**src/rtl/ps2_key_tracker.sv**
```systemverilog
// ps2_key_tracker: PS/2 set-2 make/break/E0/E1 parser with per-key held state, strobes and parse watchdog.
// Define PS2_KEY_REPEAT_EN to let typematic repeats of held keys re-pulse key_press.
module ps2_key_tracker #(
    parameter int NUM_KEYS = 5,
    parameter logic [9*NUM_KEYS-1:0] KEY_CODES = {9'h02D, 9'h174, 9'h16B, 9'h172, 9'h175},
    parameter int TIMEOUT_CYC = 2_000_000
) (
    input  logic                clk,
    input  logic                rst,
    input  logic [7:0]          ps2_byte,
    input  logic                ps2_ready,
    input  logic                ps2_overflow,
    output logic [NUM_KEYS-1:0] key_down,
    output logic [NUM_KEYS-1:0] key_press,
    output logic [NUM_KEYS-1:0] key_release,
    output logic [8:0]          code,
    output logic                code_make,
    output logic                code_valid,
    output logic                seq_error
);
`ifdef PS2_KEY_REPEAT_EN
    localparam bit REPEAT = 1'b1;
`else
    localparam bit REPEAT = 1'b0;
`endif
    localparam int WW = $clog2(TIMEOUT_CYC);
    typedef enum logic [2:0] {IDLE, EXT, BRK, EXT_BRK, PAUSE} state_t;
    state_t state, state_n, from_idle;
    logic [2:0] cnt, cnt_n;
    logic [WW-1:0] wd;
    logic is_e0, is_f0, is_e1, is_pfx, ignored, done, make, err, timeout;
    logic [8:0] code9;
    always_comb begin
        is_e0 = ps2_byte == 8'hE0;
        is_f0 = ps2_byte == 8'hF0;
        is_e1 = ps2_byte == 8'hE1;
        is_pfx = is_e0 | is_f0 | is_e1;
        ignored = ps2_byte inside {8'hAA, 8'hFA, 8'hFE, 8'hEE, 8'h00, 8'hFF};
        from_idle = is_e0 ? EXT : is_f0 ? BRK : is_e1 ? PAUSE : IDLE;
        timeout = state != IDLE && wd == WW'(TIMEOUT_CYC - 1);
        state_n = state;
        cnt_n = cnt;
        done = 1'b0;
        make = 1'b0;
        err = 1'b0;
        code9 = {1'b0, ps2_byte};
        if (ps2_overflow) begin
            state_n = IDLE;
        end else if (ps2_ready) begin
            // every entry into PAUSE comes from an E1 byte, so preloading outside PAUSE is harmless
            cnt_n = (state == PAUSE) ? cnt - 3'd1 : 3'd7;
            case (state)
                IDLE: begin
                    state_n = from_idle;
                    done = !is_pfx && !ignored;
                    make = 1'b1;
                end
                EXT: begin
                    state_n = is_e0 ? EXT : is_f0 ? EXT_BRK : is_e1 ? PAUSE : IDLE;
                    err = is_e1;
                    done = !is_pfx;
                    make = 1'b1;
                    code9[8] = 1'b1;
                end
                BRK, EXT_BRK: begin
                    state_n = from_idle;
                    err = is_pfx;
                    done = !is_pfx;
                    code9[8] = state == EXT_BRK;
                end
                default: state_n = (cnt == 3'd1) ? IDLE : PAUSE;
            endcase
        end else if (timeout) begin
            state_n = IDLE;
            err = 1'b1;
        end
    end
    always_ff @(posedge clk) begin
        if (rst) begin
            state <= IDLE;
            cnt <= '0;
            wd <= '0;
            key_down <= '0;
            key_press <= '0;
            key_release <= '0;
            code <= '0;
            code_make <= 1'b0;
            code_valid <= 1'b0;
            seq_error <= 1'b0;
        end else begin
            state <= state_n;
            cnt <= cnt_n;
            wd <= (state_n == IDLE || ps2_ready) ? '0 : wd + 1'b1;
            key_press <= '0;
            key_release <= ps2_overflow ? key_down : '0;
            code_valid <= done;
            seq_error <= err | ps2_overflow;
            if (ps2_overflow)
                key_down <= '0;
            if (done) begin
                code <= code9;
                code_make <= make;
                for (int i = 0; i < NUM_KEYS; i++)
                    if (KEY_CODES[9*i +: 9] == code9) begin
                        key_down[i] <= make;
                        key_press[i] <= make && (REPEAT || !key_down[i]);
                        key_release[i] <= !make && key_down[i];
                    end
            end
        end
    end
endmodule

```
**config.mk**
```make
export PLATFORM = sky130hd
export DESIGN_NAME = ps2_key_tracker
export DESIGN_NICKNAME = d
export VERILOG_FILES = /design/src/rtl/ps2_key_tracker.sv
export SDC_FILE = /design/constraint.sdc
export NUM_CORES = 1
export LEC_CHECK = 0
export CAP_MARGIN = 30
export CORE_MARGIN = 2
export CORE_UTILIZATION = 50
export CTS_CLUSTER_SIZE = 40
export DETAILED_ROUTE_END_ITERATION = 8
export GPL_TIMING_DRIVEN = 0
export PLACE_DENSITY = 0.8
export SYNTH_ARGS = -nofsm -noshare
export SYNTH_HDL_FRONTEND = slang
export SYNTH_SLANG_ARGS = --single-unit
```
**constraint.sdc**
```tcl
create_clock -name clk -period 4.4 [get_ports clk]
set_input_delay 0.44 -clock clk [delete_from_list [all_inputs] [get_ports clk]]
set_output_delay 0.44 -clock clk [all_outputs]
set_load 0.005 [all_outputs]
```
==> metrics.csv, run 1 <==
metric;value;unit
cts_tree;built;
synthTopCellsByCount;54 x dfxtp_1, 44 x nor2_1, 16 x nand3_1, 14 x nand2_1, 14 x nand2b_1;
cp_slowest_stage_delay;0.68;ns
htree_num_levels;2;
hp-class;reg -> reg;
root_buffer;clkbuf_8;
whs_endpoint;code_make;
clock-sinks;54;
period_share;47.6;%
initial_core_util;52.4;%
crit_arrival;2.30;ns
drcViolationCount;0;
async_flop_share;0;%
worstSetupStartpointType;primary input;
dp_hpwl;3.79;mm
critPathKind;in -> reg;
drive_gt1_share;8.95;%
ir_worst_vdd;0.238;mV
synth_area_leaders;dfxtp_1 43%, nor2_1 6.6%, xor2_1 4.2%;
drt_iter0_drc;150;
critPathSlowestCell;clkdlybuf4s50_1;
io_pins;39;
syn_avg_cell_area;8.93;µm²
post-route-util;63.8;%
timing.rr.end;key_release[4];
row_count;25;
p_sw;0.196;mW
antenna_found_initial;0;
n_antenna_cell;0;
hold_start;code_make;
numCtsBuffers;5;
synth_largest_area_cell;dfxtp_1;
dpl_worst_slack;2.01;ns
fin_area;3050;µm²
pwr_density_cell;293;nW/µm²
num-nets-final;338;
fmax;0.477;GHz
synthDistinctLibCells;52;
fill_cells;431;
swShare;21.9;%
cap_violations;0;
drv_slew;0;
vias;2133;
core_area;4790;µm²
reg2reg_slack;2.50;ns
p_comb_share;8.2;%
crit_top_cell;nor4_1;
worstMarginPinSlew;0.555;ns
cp.depth;7;
grt_max_degree;17;
ys_seq_area_share;43.1;%
critical_path.top_delay_family;buffers and inverters;
synth_seq_cells;54;
critPathRequiredTime;4.60;ns
place.gp.congestion;0.867;
synth_top_cell_area_share;43.1;%
post_cts_resized;0;
portBuffers;35;
crit_chain;clkdlybuf4s50_1 > nor4_1 > and3_1 > o21ai_1 > buf_4 > nand3_2 > nor4_1;
setup_slack;2.30;ns
seq_area;1080;µm²
final_hold_viol_count;0;
insertion_delay;0.30;ns
multi_input_area;1330;µm²
grt_pass1_vias;1932;
worst_setup_path_end_kind;register;
routed_via_density;5.46;
fin_crit;2.10;ns
cp.buffers_inverters;2;
grtUsageTotal;19.4;%
holdPathStages;2;
clkTransAtPathRegs;0.09;ns
clock_skew;0.00697;ns
setup_viol_count_final;0;
netlist_area;2510;µm²
yosys.cell_count.top_type;dfxtp_1;
worstRegToRegCells;7;
die_h;74.8;µm
postRouteAntennaNets;0;
synth_nets;296;
placed_cell_area;2940;µm²
die_area;5600;µm²
r2r-start;state[1];
p_leak;0.977;nW
rsz0062_at_grt;no;
synth_ff_type;dfxtp_1;
wl_per_cell;13.1;µm
synthCells;281;
yosysWarnings;0;
synth_edf_count;0;
cts_buffer_depth;2;
critPathMaxFanout;10;
grt_first_pass_wirelength;8.35;mm
status;completed;
clkPwrFrac;36.0;%
postCtsSetupRepairBufs;0;
relSlewSlack;63.0;%
tns;0;ns
die_w;74.8;µm
grt_overflow_total;0;
routed_wl;5.13;mm
cts_hold_buf;0;
internal_power;0.698;mW
syn_to_final_growth;21.6;%
p_seq_share;55.9;%
drt_pass1_iterations;4;
==> worst reg2reg max path, delay by kind of cell, from the launching register on <==
family	cells	cell delay (ns)
AND/OR/NAND/NOR	3	0.52
flip-flops	1	0.30
AO/OA/AOI/OAI	2	0.59
buffers and inverters	2	0.37
==> how the worst max path moves through the flow <==
stage	start	endpoint	slack (ns)
2_1_floorplan	ps2_overflow	key_down[3]	2.58
3_3_place_gp	ps2_ready	key_down[3]	2.03
3_5_place_dp	ps2_byte[6]	key_press[0]	2.01
4_1_cts	ps2_byte[6]	key_press[0]	2.31
5_1_grt	ps2_byte[6]	key_press[0]	2.17
6_report	ps2_byte[6]	key_press[0]	2.30
==> cells by family (layout without fill, tap and decap cells) <==
| family | after synthesis | after routing | synth area share, % |
|---|---|---|---|
| multiplexers | 2 | 2 | 0.798 |
| AO/OA/AOI/OAI | 37 | 37 | 9.93 |
| AND/OR/NAND/NOR | 147 | 147 | 34.0 |
| flip-flops | 54 | 54 | 43.1 |
| XOR/XNOR | 19 | 19 | 6.63 |
| buffers and inverters | 19 | 62 | 4.09 |
| adder cells (fa/ha/maj) | 3 | 3 | 1.50 |
==> layout by cell type (no fill, tap or decap), drive strengths merged, types with 2 or more instances in the layout <==
cell,n
xnor2,7
clkdlybuf4s50,35
and3,2
a21oi,8
clkinv,2
nand3,17
dfxtp,54
buf,9
nor2b,4
nor3b,8
nor2,44
nand2,14
ha,3
nor4,3
mux2i,2
a31oi,3
a32oi,2
a211oi,2
nand2b,14
inv,6
xor2,12
o31ai,2
nor3,9
nand4b,10
nor4b,2
or3,2
a31o,2
a41oi,2
nand4,7
and2,3
o21ai,12
clkbuf,9
==> final cells by class <==
type | instances | area share [%]
plain buffers | 13 | 2.62
inverters | 6 | 0.738
clock buffers | 5 | 2.26
flip-flops and latches | 54 | 35.4
well taps | 67 | 2.75
clock inverters | 3 | 1.31
multi-input cells | 208 | 43.4
repair buffers | 35 | 11.5
==> flip-flops by register name, summed over array words and instances, names as in the netlist <==
| name | cells |
|---|---|
| wd | 21 |
| code | 9 |
| key_down | 5 |
| key_press | 5 |
| key_release | 5 |
| cnt | 3 |
| state | 3 |
| code_make | 1 |
| code_valid | 1 |
| seq_error | 1 |
==> power by group through the flow <==
stage	clock [mW]	combinational [mW]	sequential, mW
detailed placement	0	0.0722	0.511
CTS	0.328	0.0725	0.499
global placement	0	0.0715	0.510
finish	0.321	0.0731	0.499
global route	0.346	0.0791	0.500
floorplan	0	0.0390	0.511
==> stage by stage <==
step | std cells | total power, mW | hold WS, ns
after floorplan | 281 | 0.550 | 0.430
after global placement | 383 | 0.582 | 0.445
after detailed placement | 383 | 0.583 | 0.455
after CTS | 391 | 0.899 | 0.471
after global routing | 391 | 0.925 | 0.485
final | 391 | 0.894 | 0.467
==> metal layers <==
| layer | global-route usage (%) | wire (µm) | part of all wire (%) |
|---|---|---|---|
| met1 | 22.9 | 2340 | 46 |
| met2 | 33.1 | 2470 | 48 |
| met3 | 4.28 | 229 | 4.5 |
| met4 | 9.33 | 89 | 1.7 |
| met5 | 0 | 0 | 0 |
No activity file was read; power rests on OpenSTA's default activity.
==> run 2, diff against run 1 <==
Clock period 4.4 ns to 1.98 ns, I/O delays scaled along.
==> metrics.csv, run 2 (synthesis results as in run 1) <==
metric;value;unit;change
status;completed;;
ir_worst_vdd;0.529;mV;+120%
critPathKind;in -> reg;;
portBuffers;35;;unchanged
p_seq_share;55.9;%;about the same
largest_reg_flops;21;;unchanged
holdWs;0.266;ns;-0.201 ns
layout_common_cells;54 x dfxtp_1, 43 x nor2_1, 34 x clkdlybuf4s50_1, 16 x nand3_1;;
critPathRequiredTime;2.18;ns;-2.42 ns
p_sw;0.433;mW;+120%
syn_to_final_growth;22.0;%;
postCtsSetupRepairBufs;0;;unchanged
internal_power;1.55;mW;+120%
die_w;74.8;µm;unchanged
grt_max_degree;17;;unchanged
post_cts_resized;0;;unchanged
clkPwrFrac;35.9;%;about the same
grtUsageTotal;19.4;%;unchanged
place.gp.congestion;0.867;;unchanged
clock_skew;0.00713;ns;+0.000156 ns
drive_gt1_share;9.57;%;+0.62 points
fill_cells;432;;+0.23%
pwr_density_cell;648;nW/µm²;+120%
total_power;1.98;mW;+120%
routed_wl;5.12;mm;-0.14%
clock-sinks;54;;unchanged
period_share;93.4;%;
row_count;25;;unchanged
fin_crit;1.85;ns;
dp_hpwl;3.79;mm;unchanged
grt_overflow_total;0;;unchanged
hold_start;ps2_byte[1];;
worstRegToRegCells;7;;unchanged
setup_viol_count_final;0;;unchanged
crit_arrival;2.05;ns;-0.25 ns
root_buffer;clkbuf_8;;
critPathSlowestCell;clkdlybuf4s50_1;;
critPathMaxFanout;9;;-1
initial_core_util;52.4;%;unchanged
cts_tree;built;;
clkTransAtPathRegs;0.09;ns;about the same
numCtsBuffers;5;;unchanged
timing.rr.end;key_release[4];;
htree_num_levels;2;;unchanged
routed_via_density;5.42;;-0.56%
drcViolationCount;0;;unchanged
worstMarginPinSlew;0.555;ns;+0.000859 ns
cap_violations;0;;unchanged
postRouteAntennaNets;0;;unchanged
insertion_delay;0.30;ns;about the same
final_hold_viol_count;0;;unchanged
grt_first_pass_wirelength;8.35;mm;unchanged
worst_setup_path_end_kind;register;;
core_area;4790;µm²;unchanged
fin_area;3060;µm²;+0.33%
rsz0062_at_grt;no;;
cts_buffer_depth;2;;unchanged
crit_chain;clkdlybuf4s50_1 > and4bb_2 > nand4b_1 > o311a_1 > nand3_2 > nor4_1;;
n_antenna_cell;0;;unchanged
placed_cell_area;2940;µm²;unchanged
worstSetupStartpointType;primary input;;
vias;2121;;-0.56%
r2r-start;state[1];;
whs_endpoint;code[1];;
antenna_found_initial;0;;unchanged
die_area;5600;µm²;unchanged
holdPathStages;3;;+1
p_leak;0.988;nW;+1.0%
mostFrequentLayoutCell;dfxtp_1;;
io_pins;39;;unchanged
swShare;21.9;%;-0.088 points
reg2reg_slack;0.16;ns;-2.34 ns
drt_iter0_drc;123;;-18%
cts_hold_buf;0;;unchanged
hp-class;in -> reg;;
p_comb_share;8.2;%;about the same
dpl_worst_slack;-0.171;ns;-2.18 ns
cp_slowest_stage_delay;0.63;ns;-0.05 ns
num-nets-final;338;;unchanged
fmax;0.541;GHz;
drt_pass1_iterations;4;;unchanged
grt_pass1_vias;1932;;unchanged
relSlewSlack;63.0;%;about the same
setup_slack;0.130;ns;-2.17 ns
die_h;74.8;µm;unchanged
largestRegisters;wd (21), code (9);;
drv_slew;0;;unchanged
wl_per_cell;13.1;µm;-0.14%
largest_register;wd;;
## run 2: cell types whose count changed in the layout (fill, tap and decap cells not counted)
cell,previous run,this run
nor3_1,9,8
nor2_1,44,43
dlymetal6s2s_1,0,1
nor2_2,0,1
nor3_2,0,1
clkdlybuf4s50_1,35,34
## run 2: final cells by class
cell class                 instances  area [µm²]  area share (%)
multi-input combinational        208        1330            43.5
sequential                        54        1080            35.3
timing repair buffer              35         353            11.5
tap                               67        83.8            2.74
buffer                            13        80.1            2.62
clock buffer                       5        68.8            2.25
clock inverter                     3        40.0            1.31
inverter                           6        22.5           0.736
## run 2: worst max-delay path: cells and delay by family
| family | cells | cell delay (ns) |
|---|---|---|
| simple gates | 4 | 0.96 |
| compound gates | 1 | 0.25 |
| buf+inv | 1 | 0.63 |
## run 2: worst max-delay path by stage
stage                      startpoint  slack, ns              to
after floorplan              state[2]       0.33     key_down[3]
after global routing      ps2_byte[4]       0.02    key_press[0]
final                     ps2_byte[3]       0.13    key_press[0]
after detailed placement  ps2_byte[6]      -0.17    key_press[0]
after global placement      ps2_ready      -0.15     key_down[3]
after CTS                    state[1]       0.09  key_release[4]
## run 2: power by group through the flow
stage,clock network [mW],registers [mW],logic [mW]
floorplan,0,1.14,0.0867
global placement,0,1.13,0.159
detailed placement,0,1.13,0.160
CTS,0.728,1.11,0.161
global route,0.768,1.11,0.176
finish,0.712,1.11,0.162
## run 2: routing by layer
metal	vias to the layer above	GRT usage, %	share of wire [%]
met4	0	9.33	1.4
met5	-	0	0
met1	976	22.9	46
met3	5	4.28	4.0
met2	57	33.1	49
li1	1083	-	-
## run 2: through the flow
step | setup TNS, ns | cells | utilization (%)
2_1_floorplan | 0 | 281 | -
3_3_place_gp | -1.48 | 383 | 61.5
3_5_place_dp | -1.31 | 383 | 61.5
4_1_cts | 0 | 391 | 63.8
5_1_grt | 0 | 391 | 64.0
6_report | 0 | 391 | 64.0
==> run 3, diff against run 2 <==
Settings changed: ABC_CLOCK_PERIOD_IN_PS set to 1980.
==> results of run 3 <==
Final layout, timing and power as in run 2 (identical DEF).
==> patch 1 (flow settings as in run 3) <==
Change the parameter `NUM_KEYS` from 5 to 6.
--- a/src/rtl/ps2_key_tracker.sv
+++ b/src/rtl/ps2_key_tracker.sv
@@ -1,7 +1,7 @@
 // ps2_key_tracker: PS/2 set-2 make/break/E0/E1 parser with per-key held state, strobes and parse watchdog.
 // Define PS2_KEY_REPEAT_EN to let typematic repeats of held keys re-pulse key_press.
 module ps2_key_tracker #(
-    parameter int NUM_KEYS = 5,
+    parameter int NUM_KEYS = 6,
     parameter logic [9*NUM_KEYS-1:0] KEY_CODES = {9'h02D, 9'h174, 9'h16B, 9'h172, 9'h175},
     parameter int TIMEOUT_CYC = 2_000_000
 ) (
Interface: changed (resized key_down, key_press and key_release); port bits go from 39 to 42. No check against the original RTL was run, so the function may have changed too.
==> patch 1 against run 3 <==
Synthesized area up 6.1%; largest power group unchanged; largest cell class unchanged; worst setup slack worse by 0.054 ns; register-to-register slack worse by 0.08 ns; die area up 5.8%; wire length up 14%; design area up 11%; synthesized cell count up 5.7%; sequential cell count up 3; sequential power up 5%; total power up 22%.
==> patch 1: results (changes against run 3) <==
- Setup Skew: 0.00612 ns (was 0.00713 ns)
- GPL Wtd Cong: 0.821 (was 0.867)
- Number of post-CTS setup repair buffers: 2 (was 0)
- Status: complete, no violations (unchanged)
- Mean area per synthesized cell: 8.96 um2 (was 8.93 um2)
- CTS Buf Count: 9 (was 5)
- Post-synthesis cell type count: 50 (was 52)
- Synth Area in XOR/XNOR: 6.25% (was 6.63%)
- Leakage: 1.12 nW (was 0.988 nW)
- Fraction of layout cells with a size suffix above 1: 14.1% (was 9.57%)
- Largest net degree at the start of global routing: 11 (was 17)
- Synth Area in Adders: 1.41% (was 1.50%)
- Fmax: 0.525 GHz (was 0.541 GHz)
- CP Max Fanout: 10 (was 9)
- Internal reg-to-reg setup slack: 0.08 ns (was 0.16 ns)
- Final Hold Slack: 0.167 ns (was 0.266 ns)
- Clock slew seen by the registers of the worst setup and hold paths: 0.07 ns (was 0.09 ns)
- Nets: 364 (was 338)
- Reg2reg start: wd[13] (was state[1])
- Relative slew margins: 46.2% (was 63.0%)
- Placed Instances: 405 (was 383)
- Clk_lat worst skew: 0.34 ns (was 0.30 ns)
- Cells on worst reg2reg path: 5 (was 7)
- First-pass GRT wire length: 10100 um (was 8350 um)
- Vias per inst: 5.43 (was 5.42)
- WL final: 5840 um (was 5120 um)
patch 1: cell types whose count changed after synthesis, moves of 3 or more:
cell and change:
nand2b_1 +8, mux2_2 +5, o21ai_1 -10, nor3b_1 +6, nand4b_1 -8, nand4_1 +3
nor2_1 -3, dfxtp_1 +3, nand2_1 +5, and3_1 +3, nand3_1 -8, mux2i_1 +6
patch 1: layer usage:
metal | vias to the layer above | GRT usage [%] | wire length, um
met1 | 1094 | 24.2 | 2560
met2 | 66 | 35.8 | 2880
met5 | - | 0 | 0
met3 | 9 | 7.76 | 321
li1 | 1132 | - | -
met4 | 0 | 8.91 | 79
patch 1: area by class of cell:
cell class / instances / area, um2
inverters: 8 / 30.0
clock buffers: 11 / 141
fillers: 424 / 1700
multi-input cells: 216 / 1450
well taps: 70 / 87.6
repair buffers: 41 / 400
flip-flops and latches: 57 / 1140
clock inverters: 5 / 55.1
plain buffers: 16 / 110
patch 1: power by group:
group	switching (mW)	internal, mW
sequential	0.00865	1.16
combinational	0.0892	0.0840
clock	0.469	0.611
==> patch 2 (flow settings as in run 3) <==
Without the edit above. Encoding of `state_t`: now Gray code (3 bits for 5 states).
--- a/src/rtl/ps2_key_tracker.sv
+++ b/src/rtl/ps2_key_tracker.sv
@@ -24,7 +24,7 @@
     localparam bit REPEAT = 1'b0;
 `endif
     localparam int WW = $clog2(TIMEOUT_CYC);
-    typedef enum logic [2:0] {IDLE, EXT, BRK, EXT_BRK, PAUSE} state_t;
+    typedef enum logic [2:0] {IDLE = 3'b000, EXT = 3'b001, BRK = 3'b011, EXT_BRK = 3'b010, PAUSE = 3'b110} state_t;
     state_t state, state_n, from_idle;
     logic [2:0] cnt, cnt_n;
     logic [WW-1:0] wd;
Formal check against the unedited RTL: no difference found for any inputs over 10 cycles, from zero or initial values and one cycle with rst high; not proved beyond that.
==> patch 2 against run 3 <==
Design area rose by 4.9%; synthesized area rose by 1.4%; sequential cell count did not move; total power fell by 3.5%; worst setup slack got worse by 0.075 ns; register-to-register slack got worse by 0.04 ns; wire length rose by 15%; critical path type unchanged.
==> patch 2: results (changes against run 3) <==
- First-pass GRT wire length: 9140 um (was 8350 um)
- Met2 Routed Length: 2740 um (was 2490 um)
- Maximum VDD drop: 0.387 mV (was 0.529 mV)
- Synth area leaders: dfxtp_1 (42%), xnor2_1 (6.2%), nor2_1 (5.3%) (was dfxtp_1 (43%), nor2_1 (6.6%), xor2_1 (4.2%))
- Non-CTS inverters: 7 (was 6)
- Met1 usage: 28.2% (was 22.9%)
- Fraction of layout cells with a size suffix above 1: 12.5% (was 9.57%)
- Iteration-0 DRC Markers: 80 (was 123)
- Final Hold Slack: 0.180 ns (was 0.266 ns)
- Status: complete, no violations (unchanged)
- Critical path's largest stage delay: 0.67 ns (was 0.63 ns)
- # clk buffers: 6 (was 5)
- GR met2 Demand/Resource: 33.6% (was 33.1%)
- Synth Instances: 292 (was 281)
- Non-filler cells, final: 404 (was 391)
- Nets: 352 (was 338)
- Total power per unit cell area: 596 nW/um2 (was 648 nW/um2)
- Detailed-route via count: 2253 (was 2121)
- All-Layer GR Usage: 20.9% (was 19.4%)
- Placed Area: 2990 um2 (was 2940 um2)
- Fmax: 0.520 GHz (was 0.541 GHz)
- Area Growth Syn to Fin: 26.2% (was 22.0%)
- Leakage: 0.997 nW (was 0.988 nW)
- Placed Instances: 395 (was 383)
- Final-layout non-clock buffer area share: 14.5% (was 14.1%)
- Syn Nets: 307 (was 296)
- Setup Skew: 0.00702 ns (was 0.00713 ns)
- Reg area: 1080 um2 (about the same)
- Fraction of area in multi-input gates: 45.9% (was 43.5%)
- Tightest Pin Transition: 0.605 ns (was 0.555 ns)
- Port Buffers: 36 (was 35)
- Hpwl dp: 3890 um (was 3790 um)
- FILL cells: 402 (was 432)
- DR WL met3: 325 um (was 206 um)
- Cells on worst reg2reg path: 6 (was 7)
## patch 2: worst paths after layout
| kind | startpoint | end |
|---|---|---|
| max reg2reg | wd[13] | wd[8] |
| min | ps2_byte[2] | code[2] |
| min reg2reg | code[8] | code[8] |
| max | ps2_byte[1] | key_press[4] |
## patch 2: logic make-up after synthesis
logic type,count (synthesis),share of synthesized area (%)
multiplexers,3,1.33
buffers and inverters,22,4.13
AO/OA/AOI/OAI,49,11.5
AND/OR/NAND/NOR,138,31.2
adder cells (fa/ha/maj),3,1.48
XOR/XNOR,23,7.92
flip-flops,54,42.5
## patch 2: power by group through the flow
stage	registers (mW)	clock network (mW)	logic, mW
detailed placement	1.14	0	0.186
global placement	1.14	0	0.184
finish	1.12	0.591	0.207
floorplan	1.14	0	0.108
CTS	1.12	0.601	0.189
global route	1.12	0.631	0.226
## patch 2: repair_timing
action | in CTS | in global routing
setup buffers | 0 | 2
endpoints found under the setup margin | 23 | 41
resized for setup | 2 | 24
pin swaps | 0 | 2
